**src/rtl/router_pkg.sv**
```systemverilog
// Shared types and constants for the router input-side control FSM.
package router_pkg;

    localparam int         NUM_PORTS    = 3;
    localparam logic [1:0] ADDR_INVALID = 2'd3;

    typedef enum logic [2:0] {
        DECODE_ADDRESS     = 3'd0,
        WAIT_TILL_EMPTY    = 3'd1,
        LOAD_FIRST_DATA    = 3'd2,
        LOAD_DATA          = 3'd3,
        FIFO_FULL_STATE    = 3'd4,
        LOAD_AFTER_FULL    = 3'd5,
        LOAD_PARITY        = 3'd6,
        CHECK_PARITY_ERROR = 3'd7
    } state_e;

endpackage

```
**src/rtl/router_fsm.sv**
```systemverilog
// Moore control FSM for the 1x3 router input side: address decode, payload/parity sequencing.
// Optional packet/drop counters are enabled by defining ROUTER_FSM_PKT_CNT_EN.
module router_fsm
    import router_pkg::*;
(
    input  logic                 clk,
    input  logic                 rst,
    input  logic                 packet_valid,
    input  logic [1:0]           datain,
    input  logic                 fifo_full,
    input  logic [NUM_PORTS-1:0] fifo_empty,
    input  logic [NUM_PORTS-1:0] soft_reset,
    input  logic                 parity_done,
    input  logic                 low_packet_valid,
    output logic                 write_enb_reg,
    output logic                 detect_add,
    output logic                 lfd_state,
    output logic                 ld_state,
    output logic                 laf_state,
    output logic                 full_state,
    output logic                 rst_int_reg,
    output logic                 busy,
    output logic [1:0]           addr_q
`ifdef ROUTER_FSM_PKT_CNT_EN
    ,
    output logic [15:0]          pkt_count,
    output logic [7:0]           drop_count
`endif
);

    state_e     state_q, state_d;
    logic [1:0] addr_d;
    logic [3:0] emptyVec;
    logic [3:0] softVec;
    logic       headerOk;

    // Padding to four entries lets the 2-bit address index safely; slot 3 is never selected.
    assign emptyVec = {1'b0, fifo_empty};
    assign softVec  = {1'b0, soft_reset};
    assign headerOk = packet_valid && (datain != ADDR_INVALID);

    always_ff @(posedge clk) begin
        if (!rst) begin
            state_q <= DECODE_ADDRESS;
            addr_q  <= 2'd0;
        end else begin
            state_q <= state_d;
            addr_q  <= addr_d;
        end
    end

    always_comb begin
        state_d = state_q;
        addr_d  = addr_q;
        case (state_q)
            DECODE_ADDRESS: begin
                if (headerOk) begin
                    addr_d  = datain;
                    state_d = emptyVec[datain] ? LOAD_FIRST_DATA : WAIT_TILL_EMPTY;
                end
            end
            WAIT_TILL_EMPTY:    if (emptyVec[addr_q]) state_d = LOAD_FIRST_DATA;
            LOAD_FIRST_DATA:    state_d = LOAD_DATA;
            LOAD_DATA: begin
                if (fifo_full)          state_d = FIFO_FULL_STATE;
                else if (!packet_valid) state_d = LOAD_PARITY;
            end
            FIFO_FULL_STATE:    if (!fifo_full) state_d = LOAD_AFTER_FULL;
            LOAD_AFTER_FULL: begin
                if (parity_done)           state_d = DECODE_ADDRESS;
                else if (low_packet_valid) state_d = LOAD_PARITY;
                else                       state_d = LOAD_DATA;
            end
            LOAD_PARITY:        state_d = CHECK_PARITY_ERROR;
            CHECK_PARITY_ERROR: state_d = fifo_full ? FIFO_FULL_STATE : DECODE_ADDRESS;
            default:            state_d = DECODE_ADDRESS;
        endcase
        // A timeout on the selected FIFO abandons the packet from any active state.
        if ((state_q != DECODE_ADDRESS) && softVec[addr_q]) state_d = DECODE_ADDRESS;
    end

    always_comb begin
        detect_add    = 1'b0;
        lfd_state     = 1'b0;
        ld_state      = 1'b0;
        laf_state     = 1'b0;
        full_state    = 1'b0;
        rst_int_reg   = 1'b0;
        busy          = 1'b0;
        write_enb_reg = 1'b0;
        case (state_q)
            DECODE_ADDRESS:     detect_add = 1'b1;
            WAIT_TILL_EMPTY:    busy = 1'b1;
            LOAD_FIRST_DATA:    begin lfd_state = 1'b1; busy = 1'b1; end
            LOAD_DATA:          begin ld_state = 1'b1; write_enb_reg = 1'b1; end
            FIFO_FULL_STATE:    begin full_state = 1'b1; busy = 1'b1; end
            LOAD_AFTER_FULL:    begin laf_state = 1'b1; busy = 1'b1; write_enb_reg = 1'b1; end
            LOAD_PARITY:        begin busy = 1'b1; write_enb_reg = 1'b1; end
            CHECK_PARITY_ERROR: begin rst_int_reg = 1'b1; busy = 1'b1; end
            default:            detect_add = 1'b1;
        endcase
    end

`ifdef ROUTER_FSM_PKT_CNT_EN
    logic [15:0] pkt_count_q;
    logic [7:0]  drop_count_q;

    // CHECK_PARITY_ERROR is always left after one cycle, so each visit counts one packet.
    always_ff @(posedge clk) begin
        if (!rst) begin
            pkt_count_q  <= 16'd0;
            drop_count_q <= 8'd0;
        end else begin
            if (state_q == CHECK_PARITY_ERROR) pkt_count_q <= pkt_count_q + 16'd1;
            if ((state_q == DECODE_ADDRESS) && packet_valid && (datain == ADDR_INVALID)
                && (drop_count_q != 8'hFF))
                drop_count_q <= drop_count_q + 8'd1;
        end
    end

    assign pkt_count  = pkt_count_q;
    assign drop_count = drop_count_q;
`endif

endmodule

```
**config.mk**
```make
export PLATFORM = sky130hd
export DESIGN_NAME = router_fsm
export DESIGN_NICKNAME = d
export VERILOG_FILES = /design/src/rtl/router_pkg.sv /design/src/rtl/router_fsm.sv
export SDC_FILE = /design/constraint.sdc
export NUM_CORES = 1
export LEC_CHECK = 0
export ABC_AREA = 1
export CAP_MARGIN = 0
export CORE_AREA = 2 2 39 41
export DETAILED_ROUTE_END_ITERATION = 10
export DIE_AREA = 0 0 41 43
export GPL_TIMING_DRIVEN = 0
export PLACE_DENSITY = 0.75
export SETUP_SLACK_MARGIN = 0.02
export SYNTH_ARGS = -nofsm -noshare
export SYNTH_HDL_FRONTEND = slang
export SYNTH_SLANG_ARGS = --single-unit
```
**constraint.sdc**
```tcl
create_clock -name clk -period 1.8 [get_ports clk]
set_input_delay 0.54 -clock clk [delete_from_list [all_inputs] [get_ports clk]]
set_output_delay 0.54 -clock clk [all_outputs]
set_load 0.01 [all_outputs]
```
# Word-level counts from Yosys, hierarchy flattened
# Cells that the tools add are included.
[classes] n_addsub=0 multipliers=0 div=0 n_lt_le_gt_ge=2 eq_ne=12 shifts=0 mux=24 bitwise=1 n_reduce_logical=9
[op_table] operator="$mux W3" count=8
[op_table] operator="$pmux W3 S8" count=1
[op_table] operator="$eq A3 B3 Y1 const B" count=4
[op_table] operator="$mux W1" count=11
[op_table] operator="$ne A2 B2 Y1 const B" count=4
[op_table] operator="$bmux W1 S2" count=3
[op_table] operator="$eq A3 B2 Y1 const B" count=2
[op_table] operator="$lt A2 B3 Y1 const B" count=2
[op_table] operator="$reduce_or A6 Y1" count=1
[op_table] operator="$reduce_and A4 Y1" count=1
[op_table] operator="$eq A3 B1 Y1 const B" count=1
[op_table] operator="$logic_not A3 Y1" count=1
[op_table] operator="$ne A3 B3 Y1 const B" count=1
[op_table] operator="$reduce_bool A3 Y1" count=1
[op_table] operator="$reduce_or A3 Y1" count=1
[op_table] operator="$logic_and A1 B1 Y1" count=2
[op_table] operator="$mux W2" count=1
[op_table] operator="$reduce_and A2 Y1" count=1
[op_table] operator="$reduce_or A2 Y1" count=1
[op_table] operator="$not A1 Y1" count=1
[word_totals] register_bits=5 latchBits=0 mem_bits_rw=0 romBits=0 elab_cells=50 memories=0

# Logic depth before layout (Yosys ltp)
# Gate-level depths: netlist (run 1).
[logic_depth] word_depth=5 ltp_mapped=8

# Least setup slack after synthesis (run 1)
# OpenSTA, ideal clock, no wires.
[synth_timing] kind="register to output" startpoint="reg state_q[2]" endpoint="out busy" arrival_ns=0.828 required_time_ns=1.260 slack_ns=0.432 path_stages_with_launch=5 path_buffers=0 path_cell_list="dfxtp_1 inv_4 nand3_2 inv_2 nor2_1"
[synth_between] elab_chain_len=3 word_cells_on_any_way=8
[synth_rtl] item="start: declaration" line="router_fsm.sv:31" text="state_e state_q, state_d;"
[synth_rtl] item="start signal: assignment" line="router_fsm.sv:47" text="state_q <= state_d;"
[synth_rtl] item="$eq A3 B3 Y1 (tied with other cells)" line="router_fsm.sv:91" text="case (state_q)"
[synth_rtl] item="$reduce_or A6 Y1 (no source line) *"
[synth_rtl] item="$mux W1 *" line="router_fsm.sv:91"
[synth_rtl] item="end: declaration" line="router_fsm.sv:22" text="output logic busy,"
# Every way passes the cells marked *; elsewhere a longest branch is shown, timed or not.

# Worst setup path after layout (run 1)
[layout_timing] startpoint="reg addr_q[0]" endpoint="out addr_q[0]"
[layout_rtl] item="start: declaration" line="router_fsm.sv:23" text="output logic [1:0] addr_q"
[layout_rtl] item="start signal: assignment" line="router_fsm.sv:48" text="addr_q <= addr_d;"
# No word-level cell between the ends.

==> flow_metrics.tcl, run 1 <==
set metrics [dict create \
    netlist-cell-type-count 16 \
    num_rows 14 \
    grt_pass1_wl_um 2325 \
    syn-cell-area_um2 506.7 \
    synthTopCellsByArea "dfxtp_1, nand2_1, nand3_1, inv_1, nor2_1" \
    start_util_pct 36.62 \
    ctsHoldBuffers 0 \
    place_hpwl_um 1156 \
    regArea_um2 108.9 \
    numCtsBuffers 3 \
    totalWireLength_um 1397 \
    required_ns 1.26 \
    finalHoldViolCount 0 \
    ys_seq_elements 5 \
    grt.busiest_layer "met2" \
    worst-path-buf-inv 1 \
    p_leak_nw 0.4290 \
    cts.clk_slew.worst_paths_ns 0.04 \
    final_nets 137 \
    hold_path_class "flop to flop" \
    h-tree-depth 1 \
    cts_buffer_depth 2 \
    dr.pass1.iters 4 \
    start_kind "flop" \
    cts_tree "built" \
    drt_iter0_markers 15 \
    synth.largest_area_cell "dfxtp_1" \
    portBuffers 23 \
    irDropWorstVdd_mv 0.6084 \
    grt_pass1_vias 579 \
    fin_skew_ns 0.01082 \
    finalSetupViolCount 0 \
    syn_area_per_cell_um2 5.508 \
    rsz0062_at_grt "true" \
    insertion_delay_ns 0.25 \
    slew_violations 0 \
    outcome "finished, final reports clean" \
    crit_type "flop to output port" \
    drive_gt1_share_pct 20.49 \
    grt-ovfl-total 0 \
    p_per_area_nw_per_um2 1123 \
    critical_path.top_delay_family "buffers and inverters" \
    synthCells 92 \
    fin_crit_sh_pct 96.31 \
    met2_usage_pct 29.06 \
    fp.dieW_um 41 \
    drtAntennaViolNets 0 \
    critPathMaxStageDelay_ns 0.56 \
    drcViolationCount 0 \
    die_area_um2 1763 \
    seq_area_frac_synth_pct 19.75 \
    chipHeight_um 43 \
    vias 657 \
    fmax_ghz 0.5768 \
    crit_arrival_ns 1.19 \
    slew_headroom_pct 88.19 \
    antenna_cells 0 \
    use_met3_pct 4.712 \
    maxCapViolCount 0 \
    netlist.area_leader.share_pct 19.75 \
    endpoint_kind "output port" \
    synth_nets 106 \
    syn2layout_area_growth_pct 61.73 \
    antenna_found_initial 0 \
    setup_tns_ns 0 \
    crit_fanout 5 \
    n_fill_cell 137 \
    clockRootBuffer "clkbuf_4" \
    core_um2 1384 \
    regToRegSetupSlack_ns 0.54 \
    gp_congestion 0.8020 \
    synth_warnings 0 \
    finalPower_mw 0.9200 \
    viasPerCell 4.761 \
    gr-usage-met1_pct 24.52 \
    multi_input_area_um2 345.3 \
    worst_pin_slew_ns 0.1765 \
    num_io_pins 24 \
    clkSinkCount 5 \
    period_minus_slack_ns 1.734 \
    grt_max_degree 8 \
    path_cells "clkdlybuf4s50_1" \
    track_usage_pct 19.40 \
    critPathSlowestCell "clkdlybuf4s50_1" \
    wl_per_cell_um 10.12 \
]
-- metrics by stage --
stage | util, % | setup slack (ns) | cells | hold slack, ns | instance area, um2
final | 59.22 | 0.06637 | 138 | 0.5687 | 819.5
after detailed placement | 54.70 | -0.09677 | 131 | 0.5612 | 757.0
after global routing | 59.22 | 0.008877 | 138 | 0.6025 | 819.5
after CTS | 57.96 | 0.005015 | 137 | 0.5670 | 802.0
after floorplan | - | 0.4320 | 92 | 0.5674 | 506.7
after global placement | 54.70 | -0.05778 | 131 | 0.5582 | 757.0
-- area by class of cell --
class / instances / area share (%)
tap: 16 / 2.443
timing repair buffer: 26 / 29.92
sequential: 5 / 13.28
multi-input combinational: 68 / 42.14
clock buffer: 4 / 3.206
inverter: 19 / 9.008
-- sequential cells by signal, indices dropped and copies added, names as in the netlist --
name     cells
addr_q       2
state_q      3
-- power by group --
part	switching, mW	total (mW)	internal (mW)
registers	0.0590	0.212	0.152
clock network	0.0464	0.130	0.0839
logic	0.322	0.578	0.256
-- per-layer routing --
layer | routed length, um | vias to the layer above
met5 | 0 | -
met4 | 10 | 0
met3 | 71 | 2
met2 | 724 | 17
met1 | 590 | 293
li1 | - | 345
-- repair_timing --
item / 4_1_cts / 5_1_grt
gates resized for setup: 14 / 4
buffers inserted: 2 / 1
pin swaps: 0 / 1
setup endpoints to repair: 8 / 5
-- synthesized netlist by cell type --
cell	n
dfxtp_1	5
nand3_1	13
nand2_1	26
inv_4	1
nor2_2	3
o21ai_1	2
a21oi_1	3
nand2_4	1
inv_1	15
nor2_4	1
a21oi_2	3
nand3_2	2
nor2_1	12
nand4_1	1
nand2_2	1
inv_2	3
-- worst paths after layout --
kind / start / endpoint / depth (start not counted)
worst min register to register: addr_q[1]$_SDFFE_PN0P_ / addr_q[1]$_SDFFE_PN0P_ / 2
worst max-delay path: addr_q[0]$_SDFFE_PN0P_ / addr_q[0] / 1
worst max register to register: state_q[2]$_SDFFE_PP0P_ / state_q[1]$_SDFFE_PP0P_ / 7
worst min-delay path: addr_q[1]$_SDFFE_PN0P_ / addr_q[1]$_SDFFE_PN0P_ / 2
-- kinds of logic (layout without fill, tap and decap cells) --
| kind of cell | Yosys count | count (layout) | share of synthesized area [%] |
|---|---|---|---|
| buf+inv | 19 | 49 | 14.57 |
| simple gates | 60 | 60 | 55.56 |
| compound gates | 8 | 8 | 10.12 |
| flops | 5 | 5 | 19.75 |
-- layout by cell type, fill, tap and decap left out, types with 3 or more instances in the layout --
cell type	netlist	layout
inv_1	15	14
nand2_1	26	26
dlygate4sd2_1	0	6
clkdlybuf4s50_1	0	15
buf_4	0	3
a21oi_1	3	3
clkbuf_4	0	3
a21oi_2	3	3
inv_2	3	4
nor2_1	12	12
nand3_1	13	13
Note: power is estimated with default switching activity, not from simulation.
==> run 2, diff against run 1 <==
--- a/config.mk
+++ b/config.mk
@@ -8,10 +8,12 @@
 export ABC_AREA = 1
 export CAP_MARGIN = 0
 export CORE_AREA = 2 2 39 41
+export CTS_CLUSTER_SIZE = 25
 export DETAILED_ROUTE_END_ITERATION = 10
 export DIE_AREA = 0 0 41 43
+export DONT_BUFFER_PORTS = 1
 export GPL_TIMING_DRIVEN = 0
-export PLACE_DENSITY = 0.75
+export PLACE_DENSITY = 0.52
 export SETUP_SLACK_MARGIN = 0.02
 export SYNTH_ARGS = -nofsm -noshare
 export SYNTH_HDL_FRONTEND = slang
==> flow_metrics.tcl, run 2 (synthesized netlist as in run 1, its figures left out) <==
set metrics [dict create \
    hold_path_class "input pin to flop" \
    grt-ovfl-total 0 \
    grt_pass1_wl_um 1842 \
    place_hpwl_um 955.7 \
    finalPower_mw 0.7467 \
    crit_arrival_ns 1.09 \
    syn2layout_area_growth_pct 10.62 \
    antenna_cells 0 \
    num_rows 14 \
    grt_pass1_vias 479 \
    p_leak_nw 0.3037 \
    outcome "finished, final reports clean" \
    cts_buffer_depth 2 \
    cts.clk_slew.worst_paths_ns 0.04 \
    finalSetupViolCount 0 \
    drt_iter0_markers 16 \
    crit_fanout 8 \
    drtAntennaViolNets 0 \
    vias 545 \
    cts_tree "built" \
    fin_crit_sh_pct 90.78 \
    p_sw_mw 0.3799 \
    largest_reg_flops 3 \
    clockRootBuffer "clkbuf_4" \
    start_kind "flop" \
    fin_skew_ns 0.001379 \
    setup_ws_ns 0.1660 \
    portBuffers 0 \
    intPower_mw 0.3668 \
    chipHeight_um 43 \
    slew_violations 0 \
    numCtsBuffers 3 \
    num_io_pins 24 \
    wl_per_cell_um 10.35 \
    fmax_ghz 0.6120 \
    critical_path.startpoint "state_q[2]$_SDFFE_PP0P_" \
    crit_type "flop to output port" \
    hp-start "rst" \
    insertion_delay_ns 0.24 \
    largestRegisters "state_q x3, addr_q x2" \
    drcViolationCount 0 \
    regMostFlops "state_q" \
    start_util_pct 36.62 \
    clkSinkCount 5 \
    antenna_found_initial 0 \
    die_area_um2 1763 \
    gp_congestion 0.7376 \
    core_um2 1384 \
    track_usage_pct 15.39 \
    worst_pin_slew_ns 0.2640 \
    h-tree-depth 1 \
    period_minus_slack_ns 1.634 \
    hold_slack_ns 0.4258 \
    final_nets 111 \
    fp.dieW_um 41 \
    mostFrequentLayoutCells "nand2_1, inv_1, nand3_1" \
    irDropWorstVdd_mv 0.4751 \
    final_common_cell "nand2_1" \
    p_clk_share_pct 17.3 \
    combPwrFrac_pct 55.4 \
    finalHoldViolCount 0 \
    dr.pass1.iters 4 \
    slew_headroom_pct 82.33 \
    regToRegStartpoint "state_q[1]$_SDFFE_PP0P_" \
    totalWireLength_um 1159 \
    required_ns 1.26 \
    swShare_pct 50.88 \
    maxCapViolCount 0 \
    p_per_area_nw_per_um2 1332 \
    pre_cts_ws_ns 0.3355 \
    final_core_util_pct 40.51 \
    cts_setup_buffers 0 \
    drive_gt1_share_pct 20.83 \
    ctsHoldBuffers 0 \
    rsz0062_at_grt "false" \
    endpoint_kind "output port" \
    setup_tns_ns 0 \
    viasPerCell 4.866 \
    grt_max_degree 9 \
    power_frac_seq_pct 27.3 \
]
-- run 2: through the flow --
step / std cells / instance area [um2]
global placement: 108 / 526.8
CTS: 112 / 553.0
global route: 112 / 560.5
detailed placement: 108 / 526.8
floorplan: 92 / 506.7
finish: 112 / 560.5
-- run 2: worst max-delay path: stages, from the launching register on --
cell     delay, ns
dfxtp_2       0.40
inv_4         0.09
nand3_2       0.11
inv_2         0.06
nor2_1        0.19
-- run 2: layout make-up --
cell class                      instances  area (um2)
Inverter                               19       73.82
Sequential cell                         5       102.6
Clock buffer                            4       26.28
Multi-Input combinational cell         68       337.8
Tap cell                               16       20.02
Fill cell                             166       823.3
-- run 2: final timing paths --
check / slack, ns / depth (start not counted) / end
max: 0.17 / 4 / busy
min: 0.43 / 2 / state_q[2]$_SDFFE_PP0P_
max reg2reg: 0.65 / 7 / state_q[1]$_SDFFE_PP0P_
min reg2reg: 0.61 / 2 / addr_q[1]$_SDFFE_PN0P_
-- run 2: per-layer routing --
| metal | track usage [%] | vias up | wire [um] |
|---|---|---|---|
| met2 | 23.75 | 17 | 527 |
| met3 | 3.665 | 2 | 73 |
| met5 | 0 | - | 0 |
| li1 | - | 294 | - |
| met4 | 8.000 | 0 | 8 |
| met1 | 18.77 | 232 | 550 |
-- run 2: what timing repair did --
item / in CTS / in global routing
endpoints found under the hold margin: 0 / 0
resized for setup: 0 / 3
setup endpoints to repair: 0 / 1
-- run 2: power by group through the flow --
stage               registers, mW  logic [mW]  clock network [mW]
CTS                         0.201       0.407               0.134
finish                      0.204       0.413               0.129
global route                0.212       0.472               0.141
floorplan                   0.191       0.349                   0
detailed placement          0.203       0.404                   0
global placement            0.204       0.405                   0
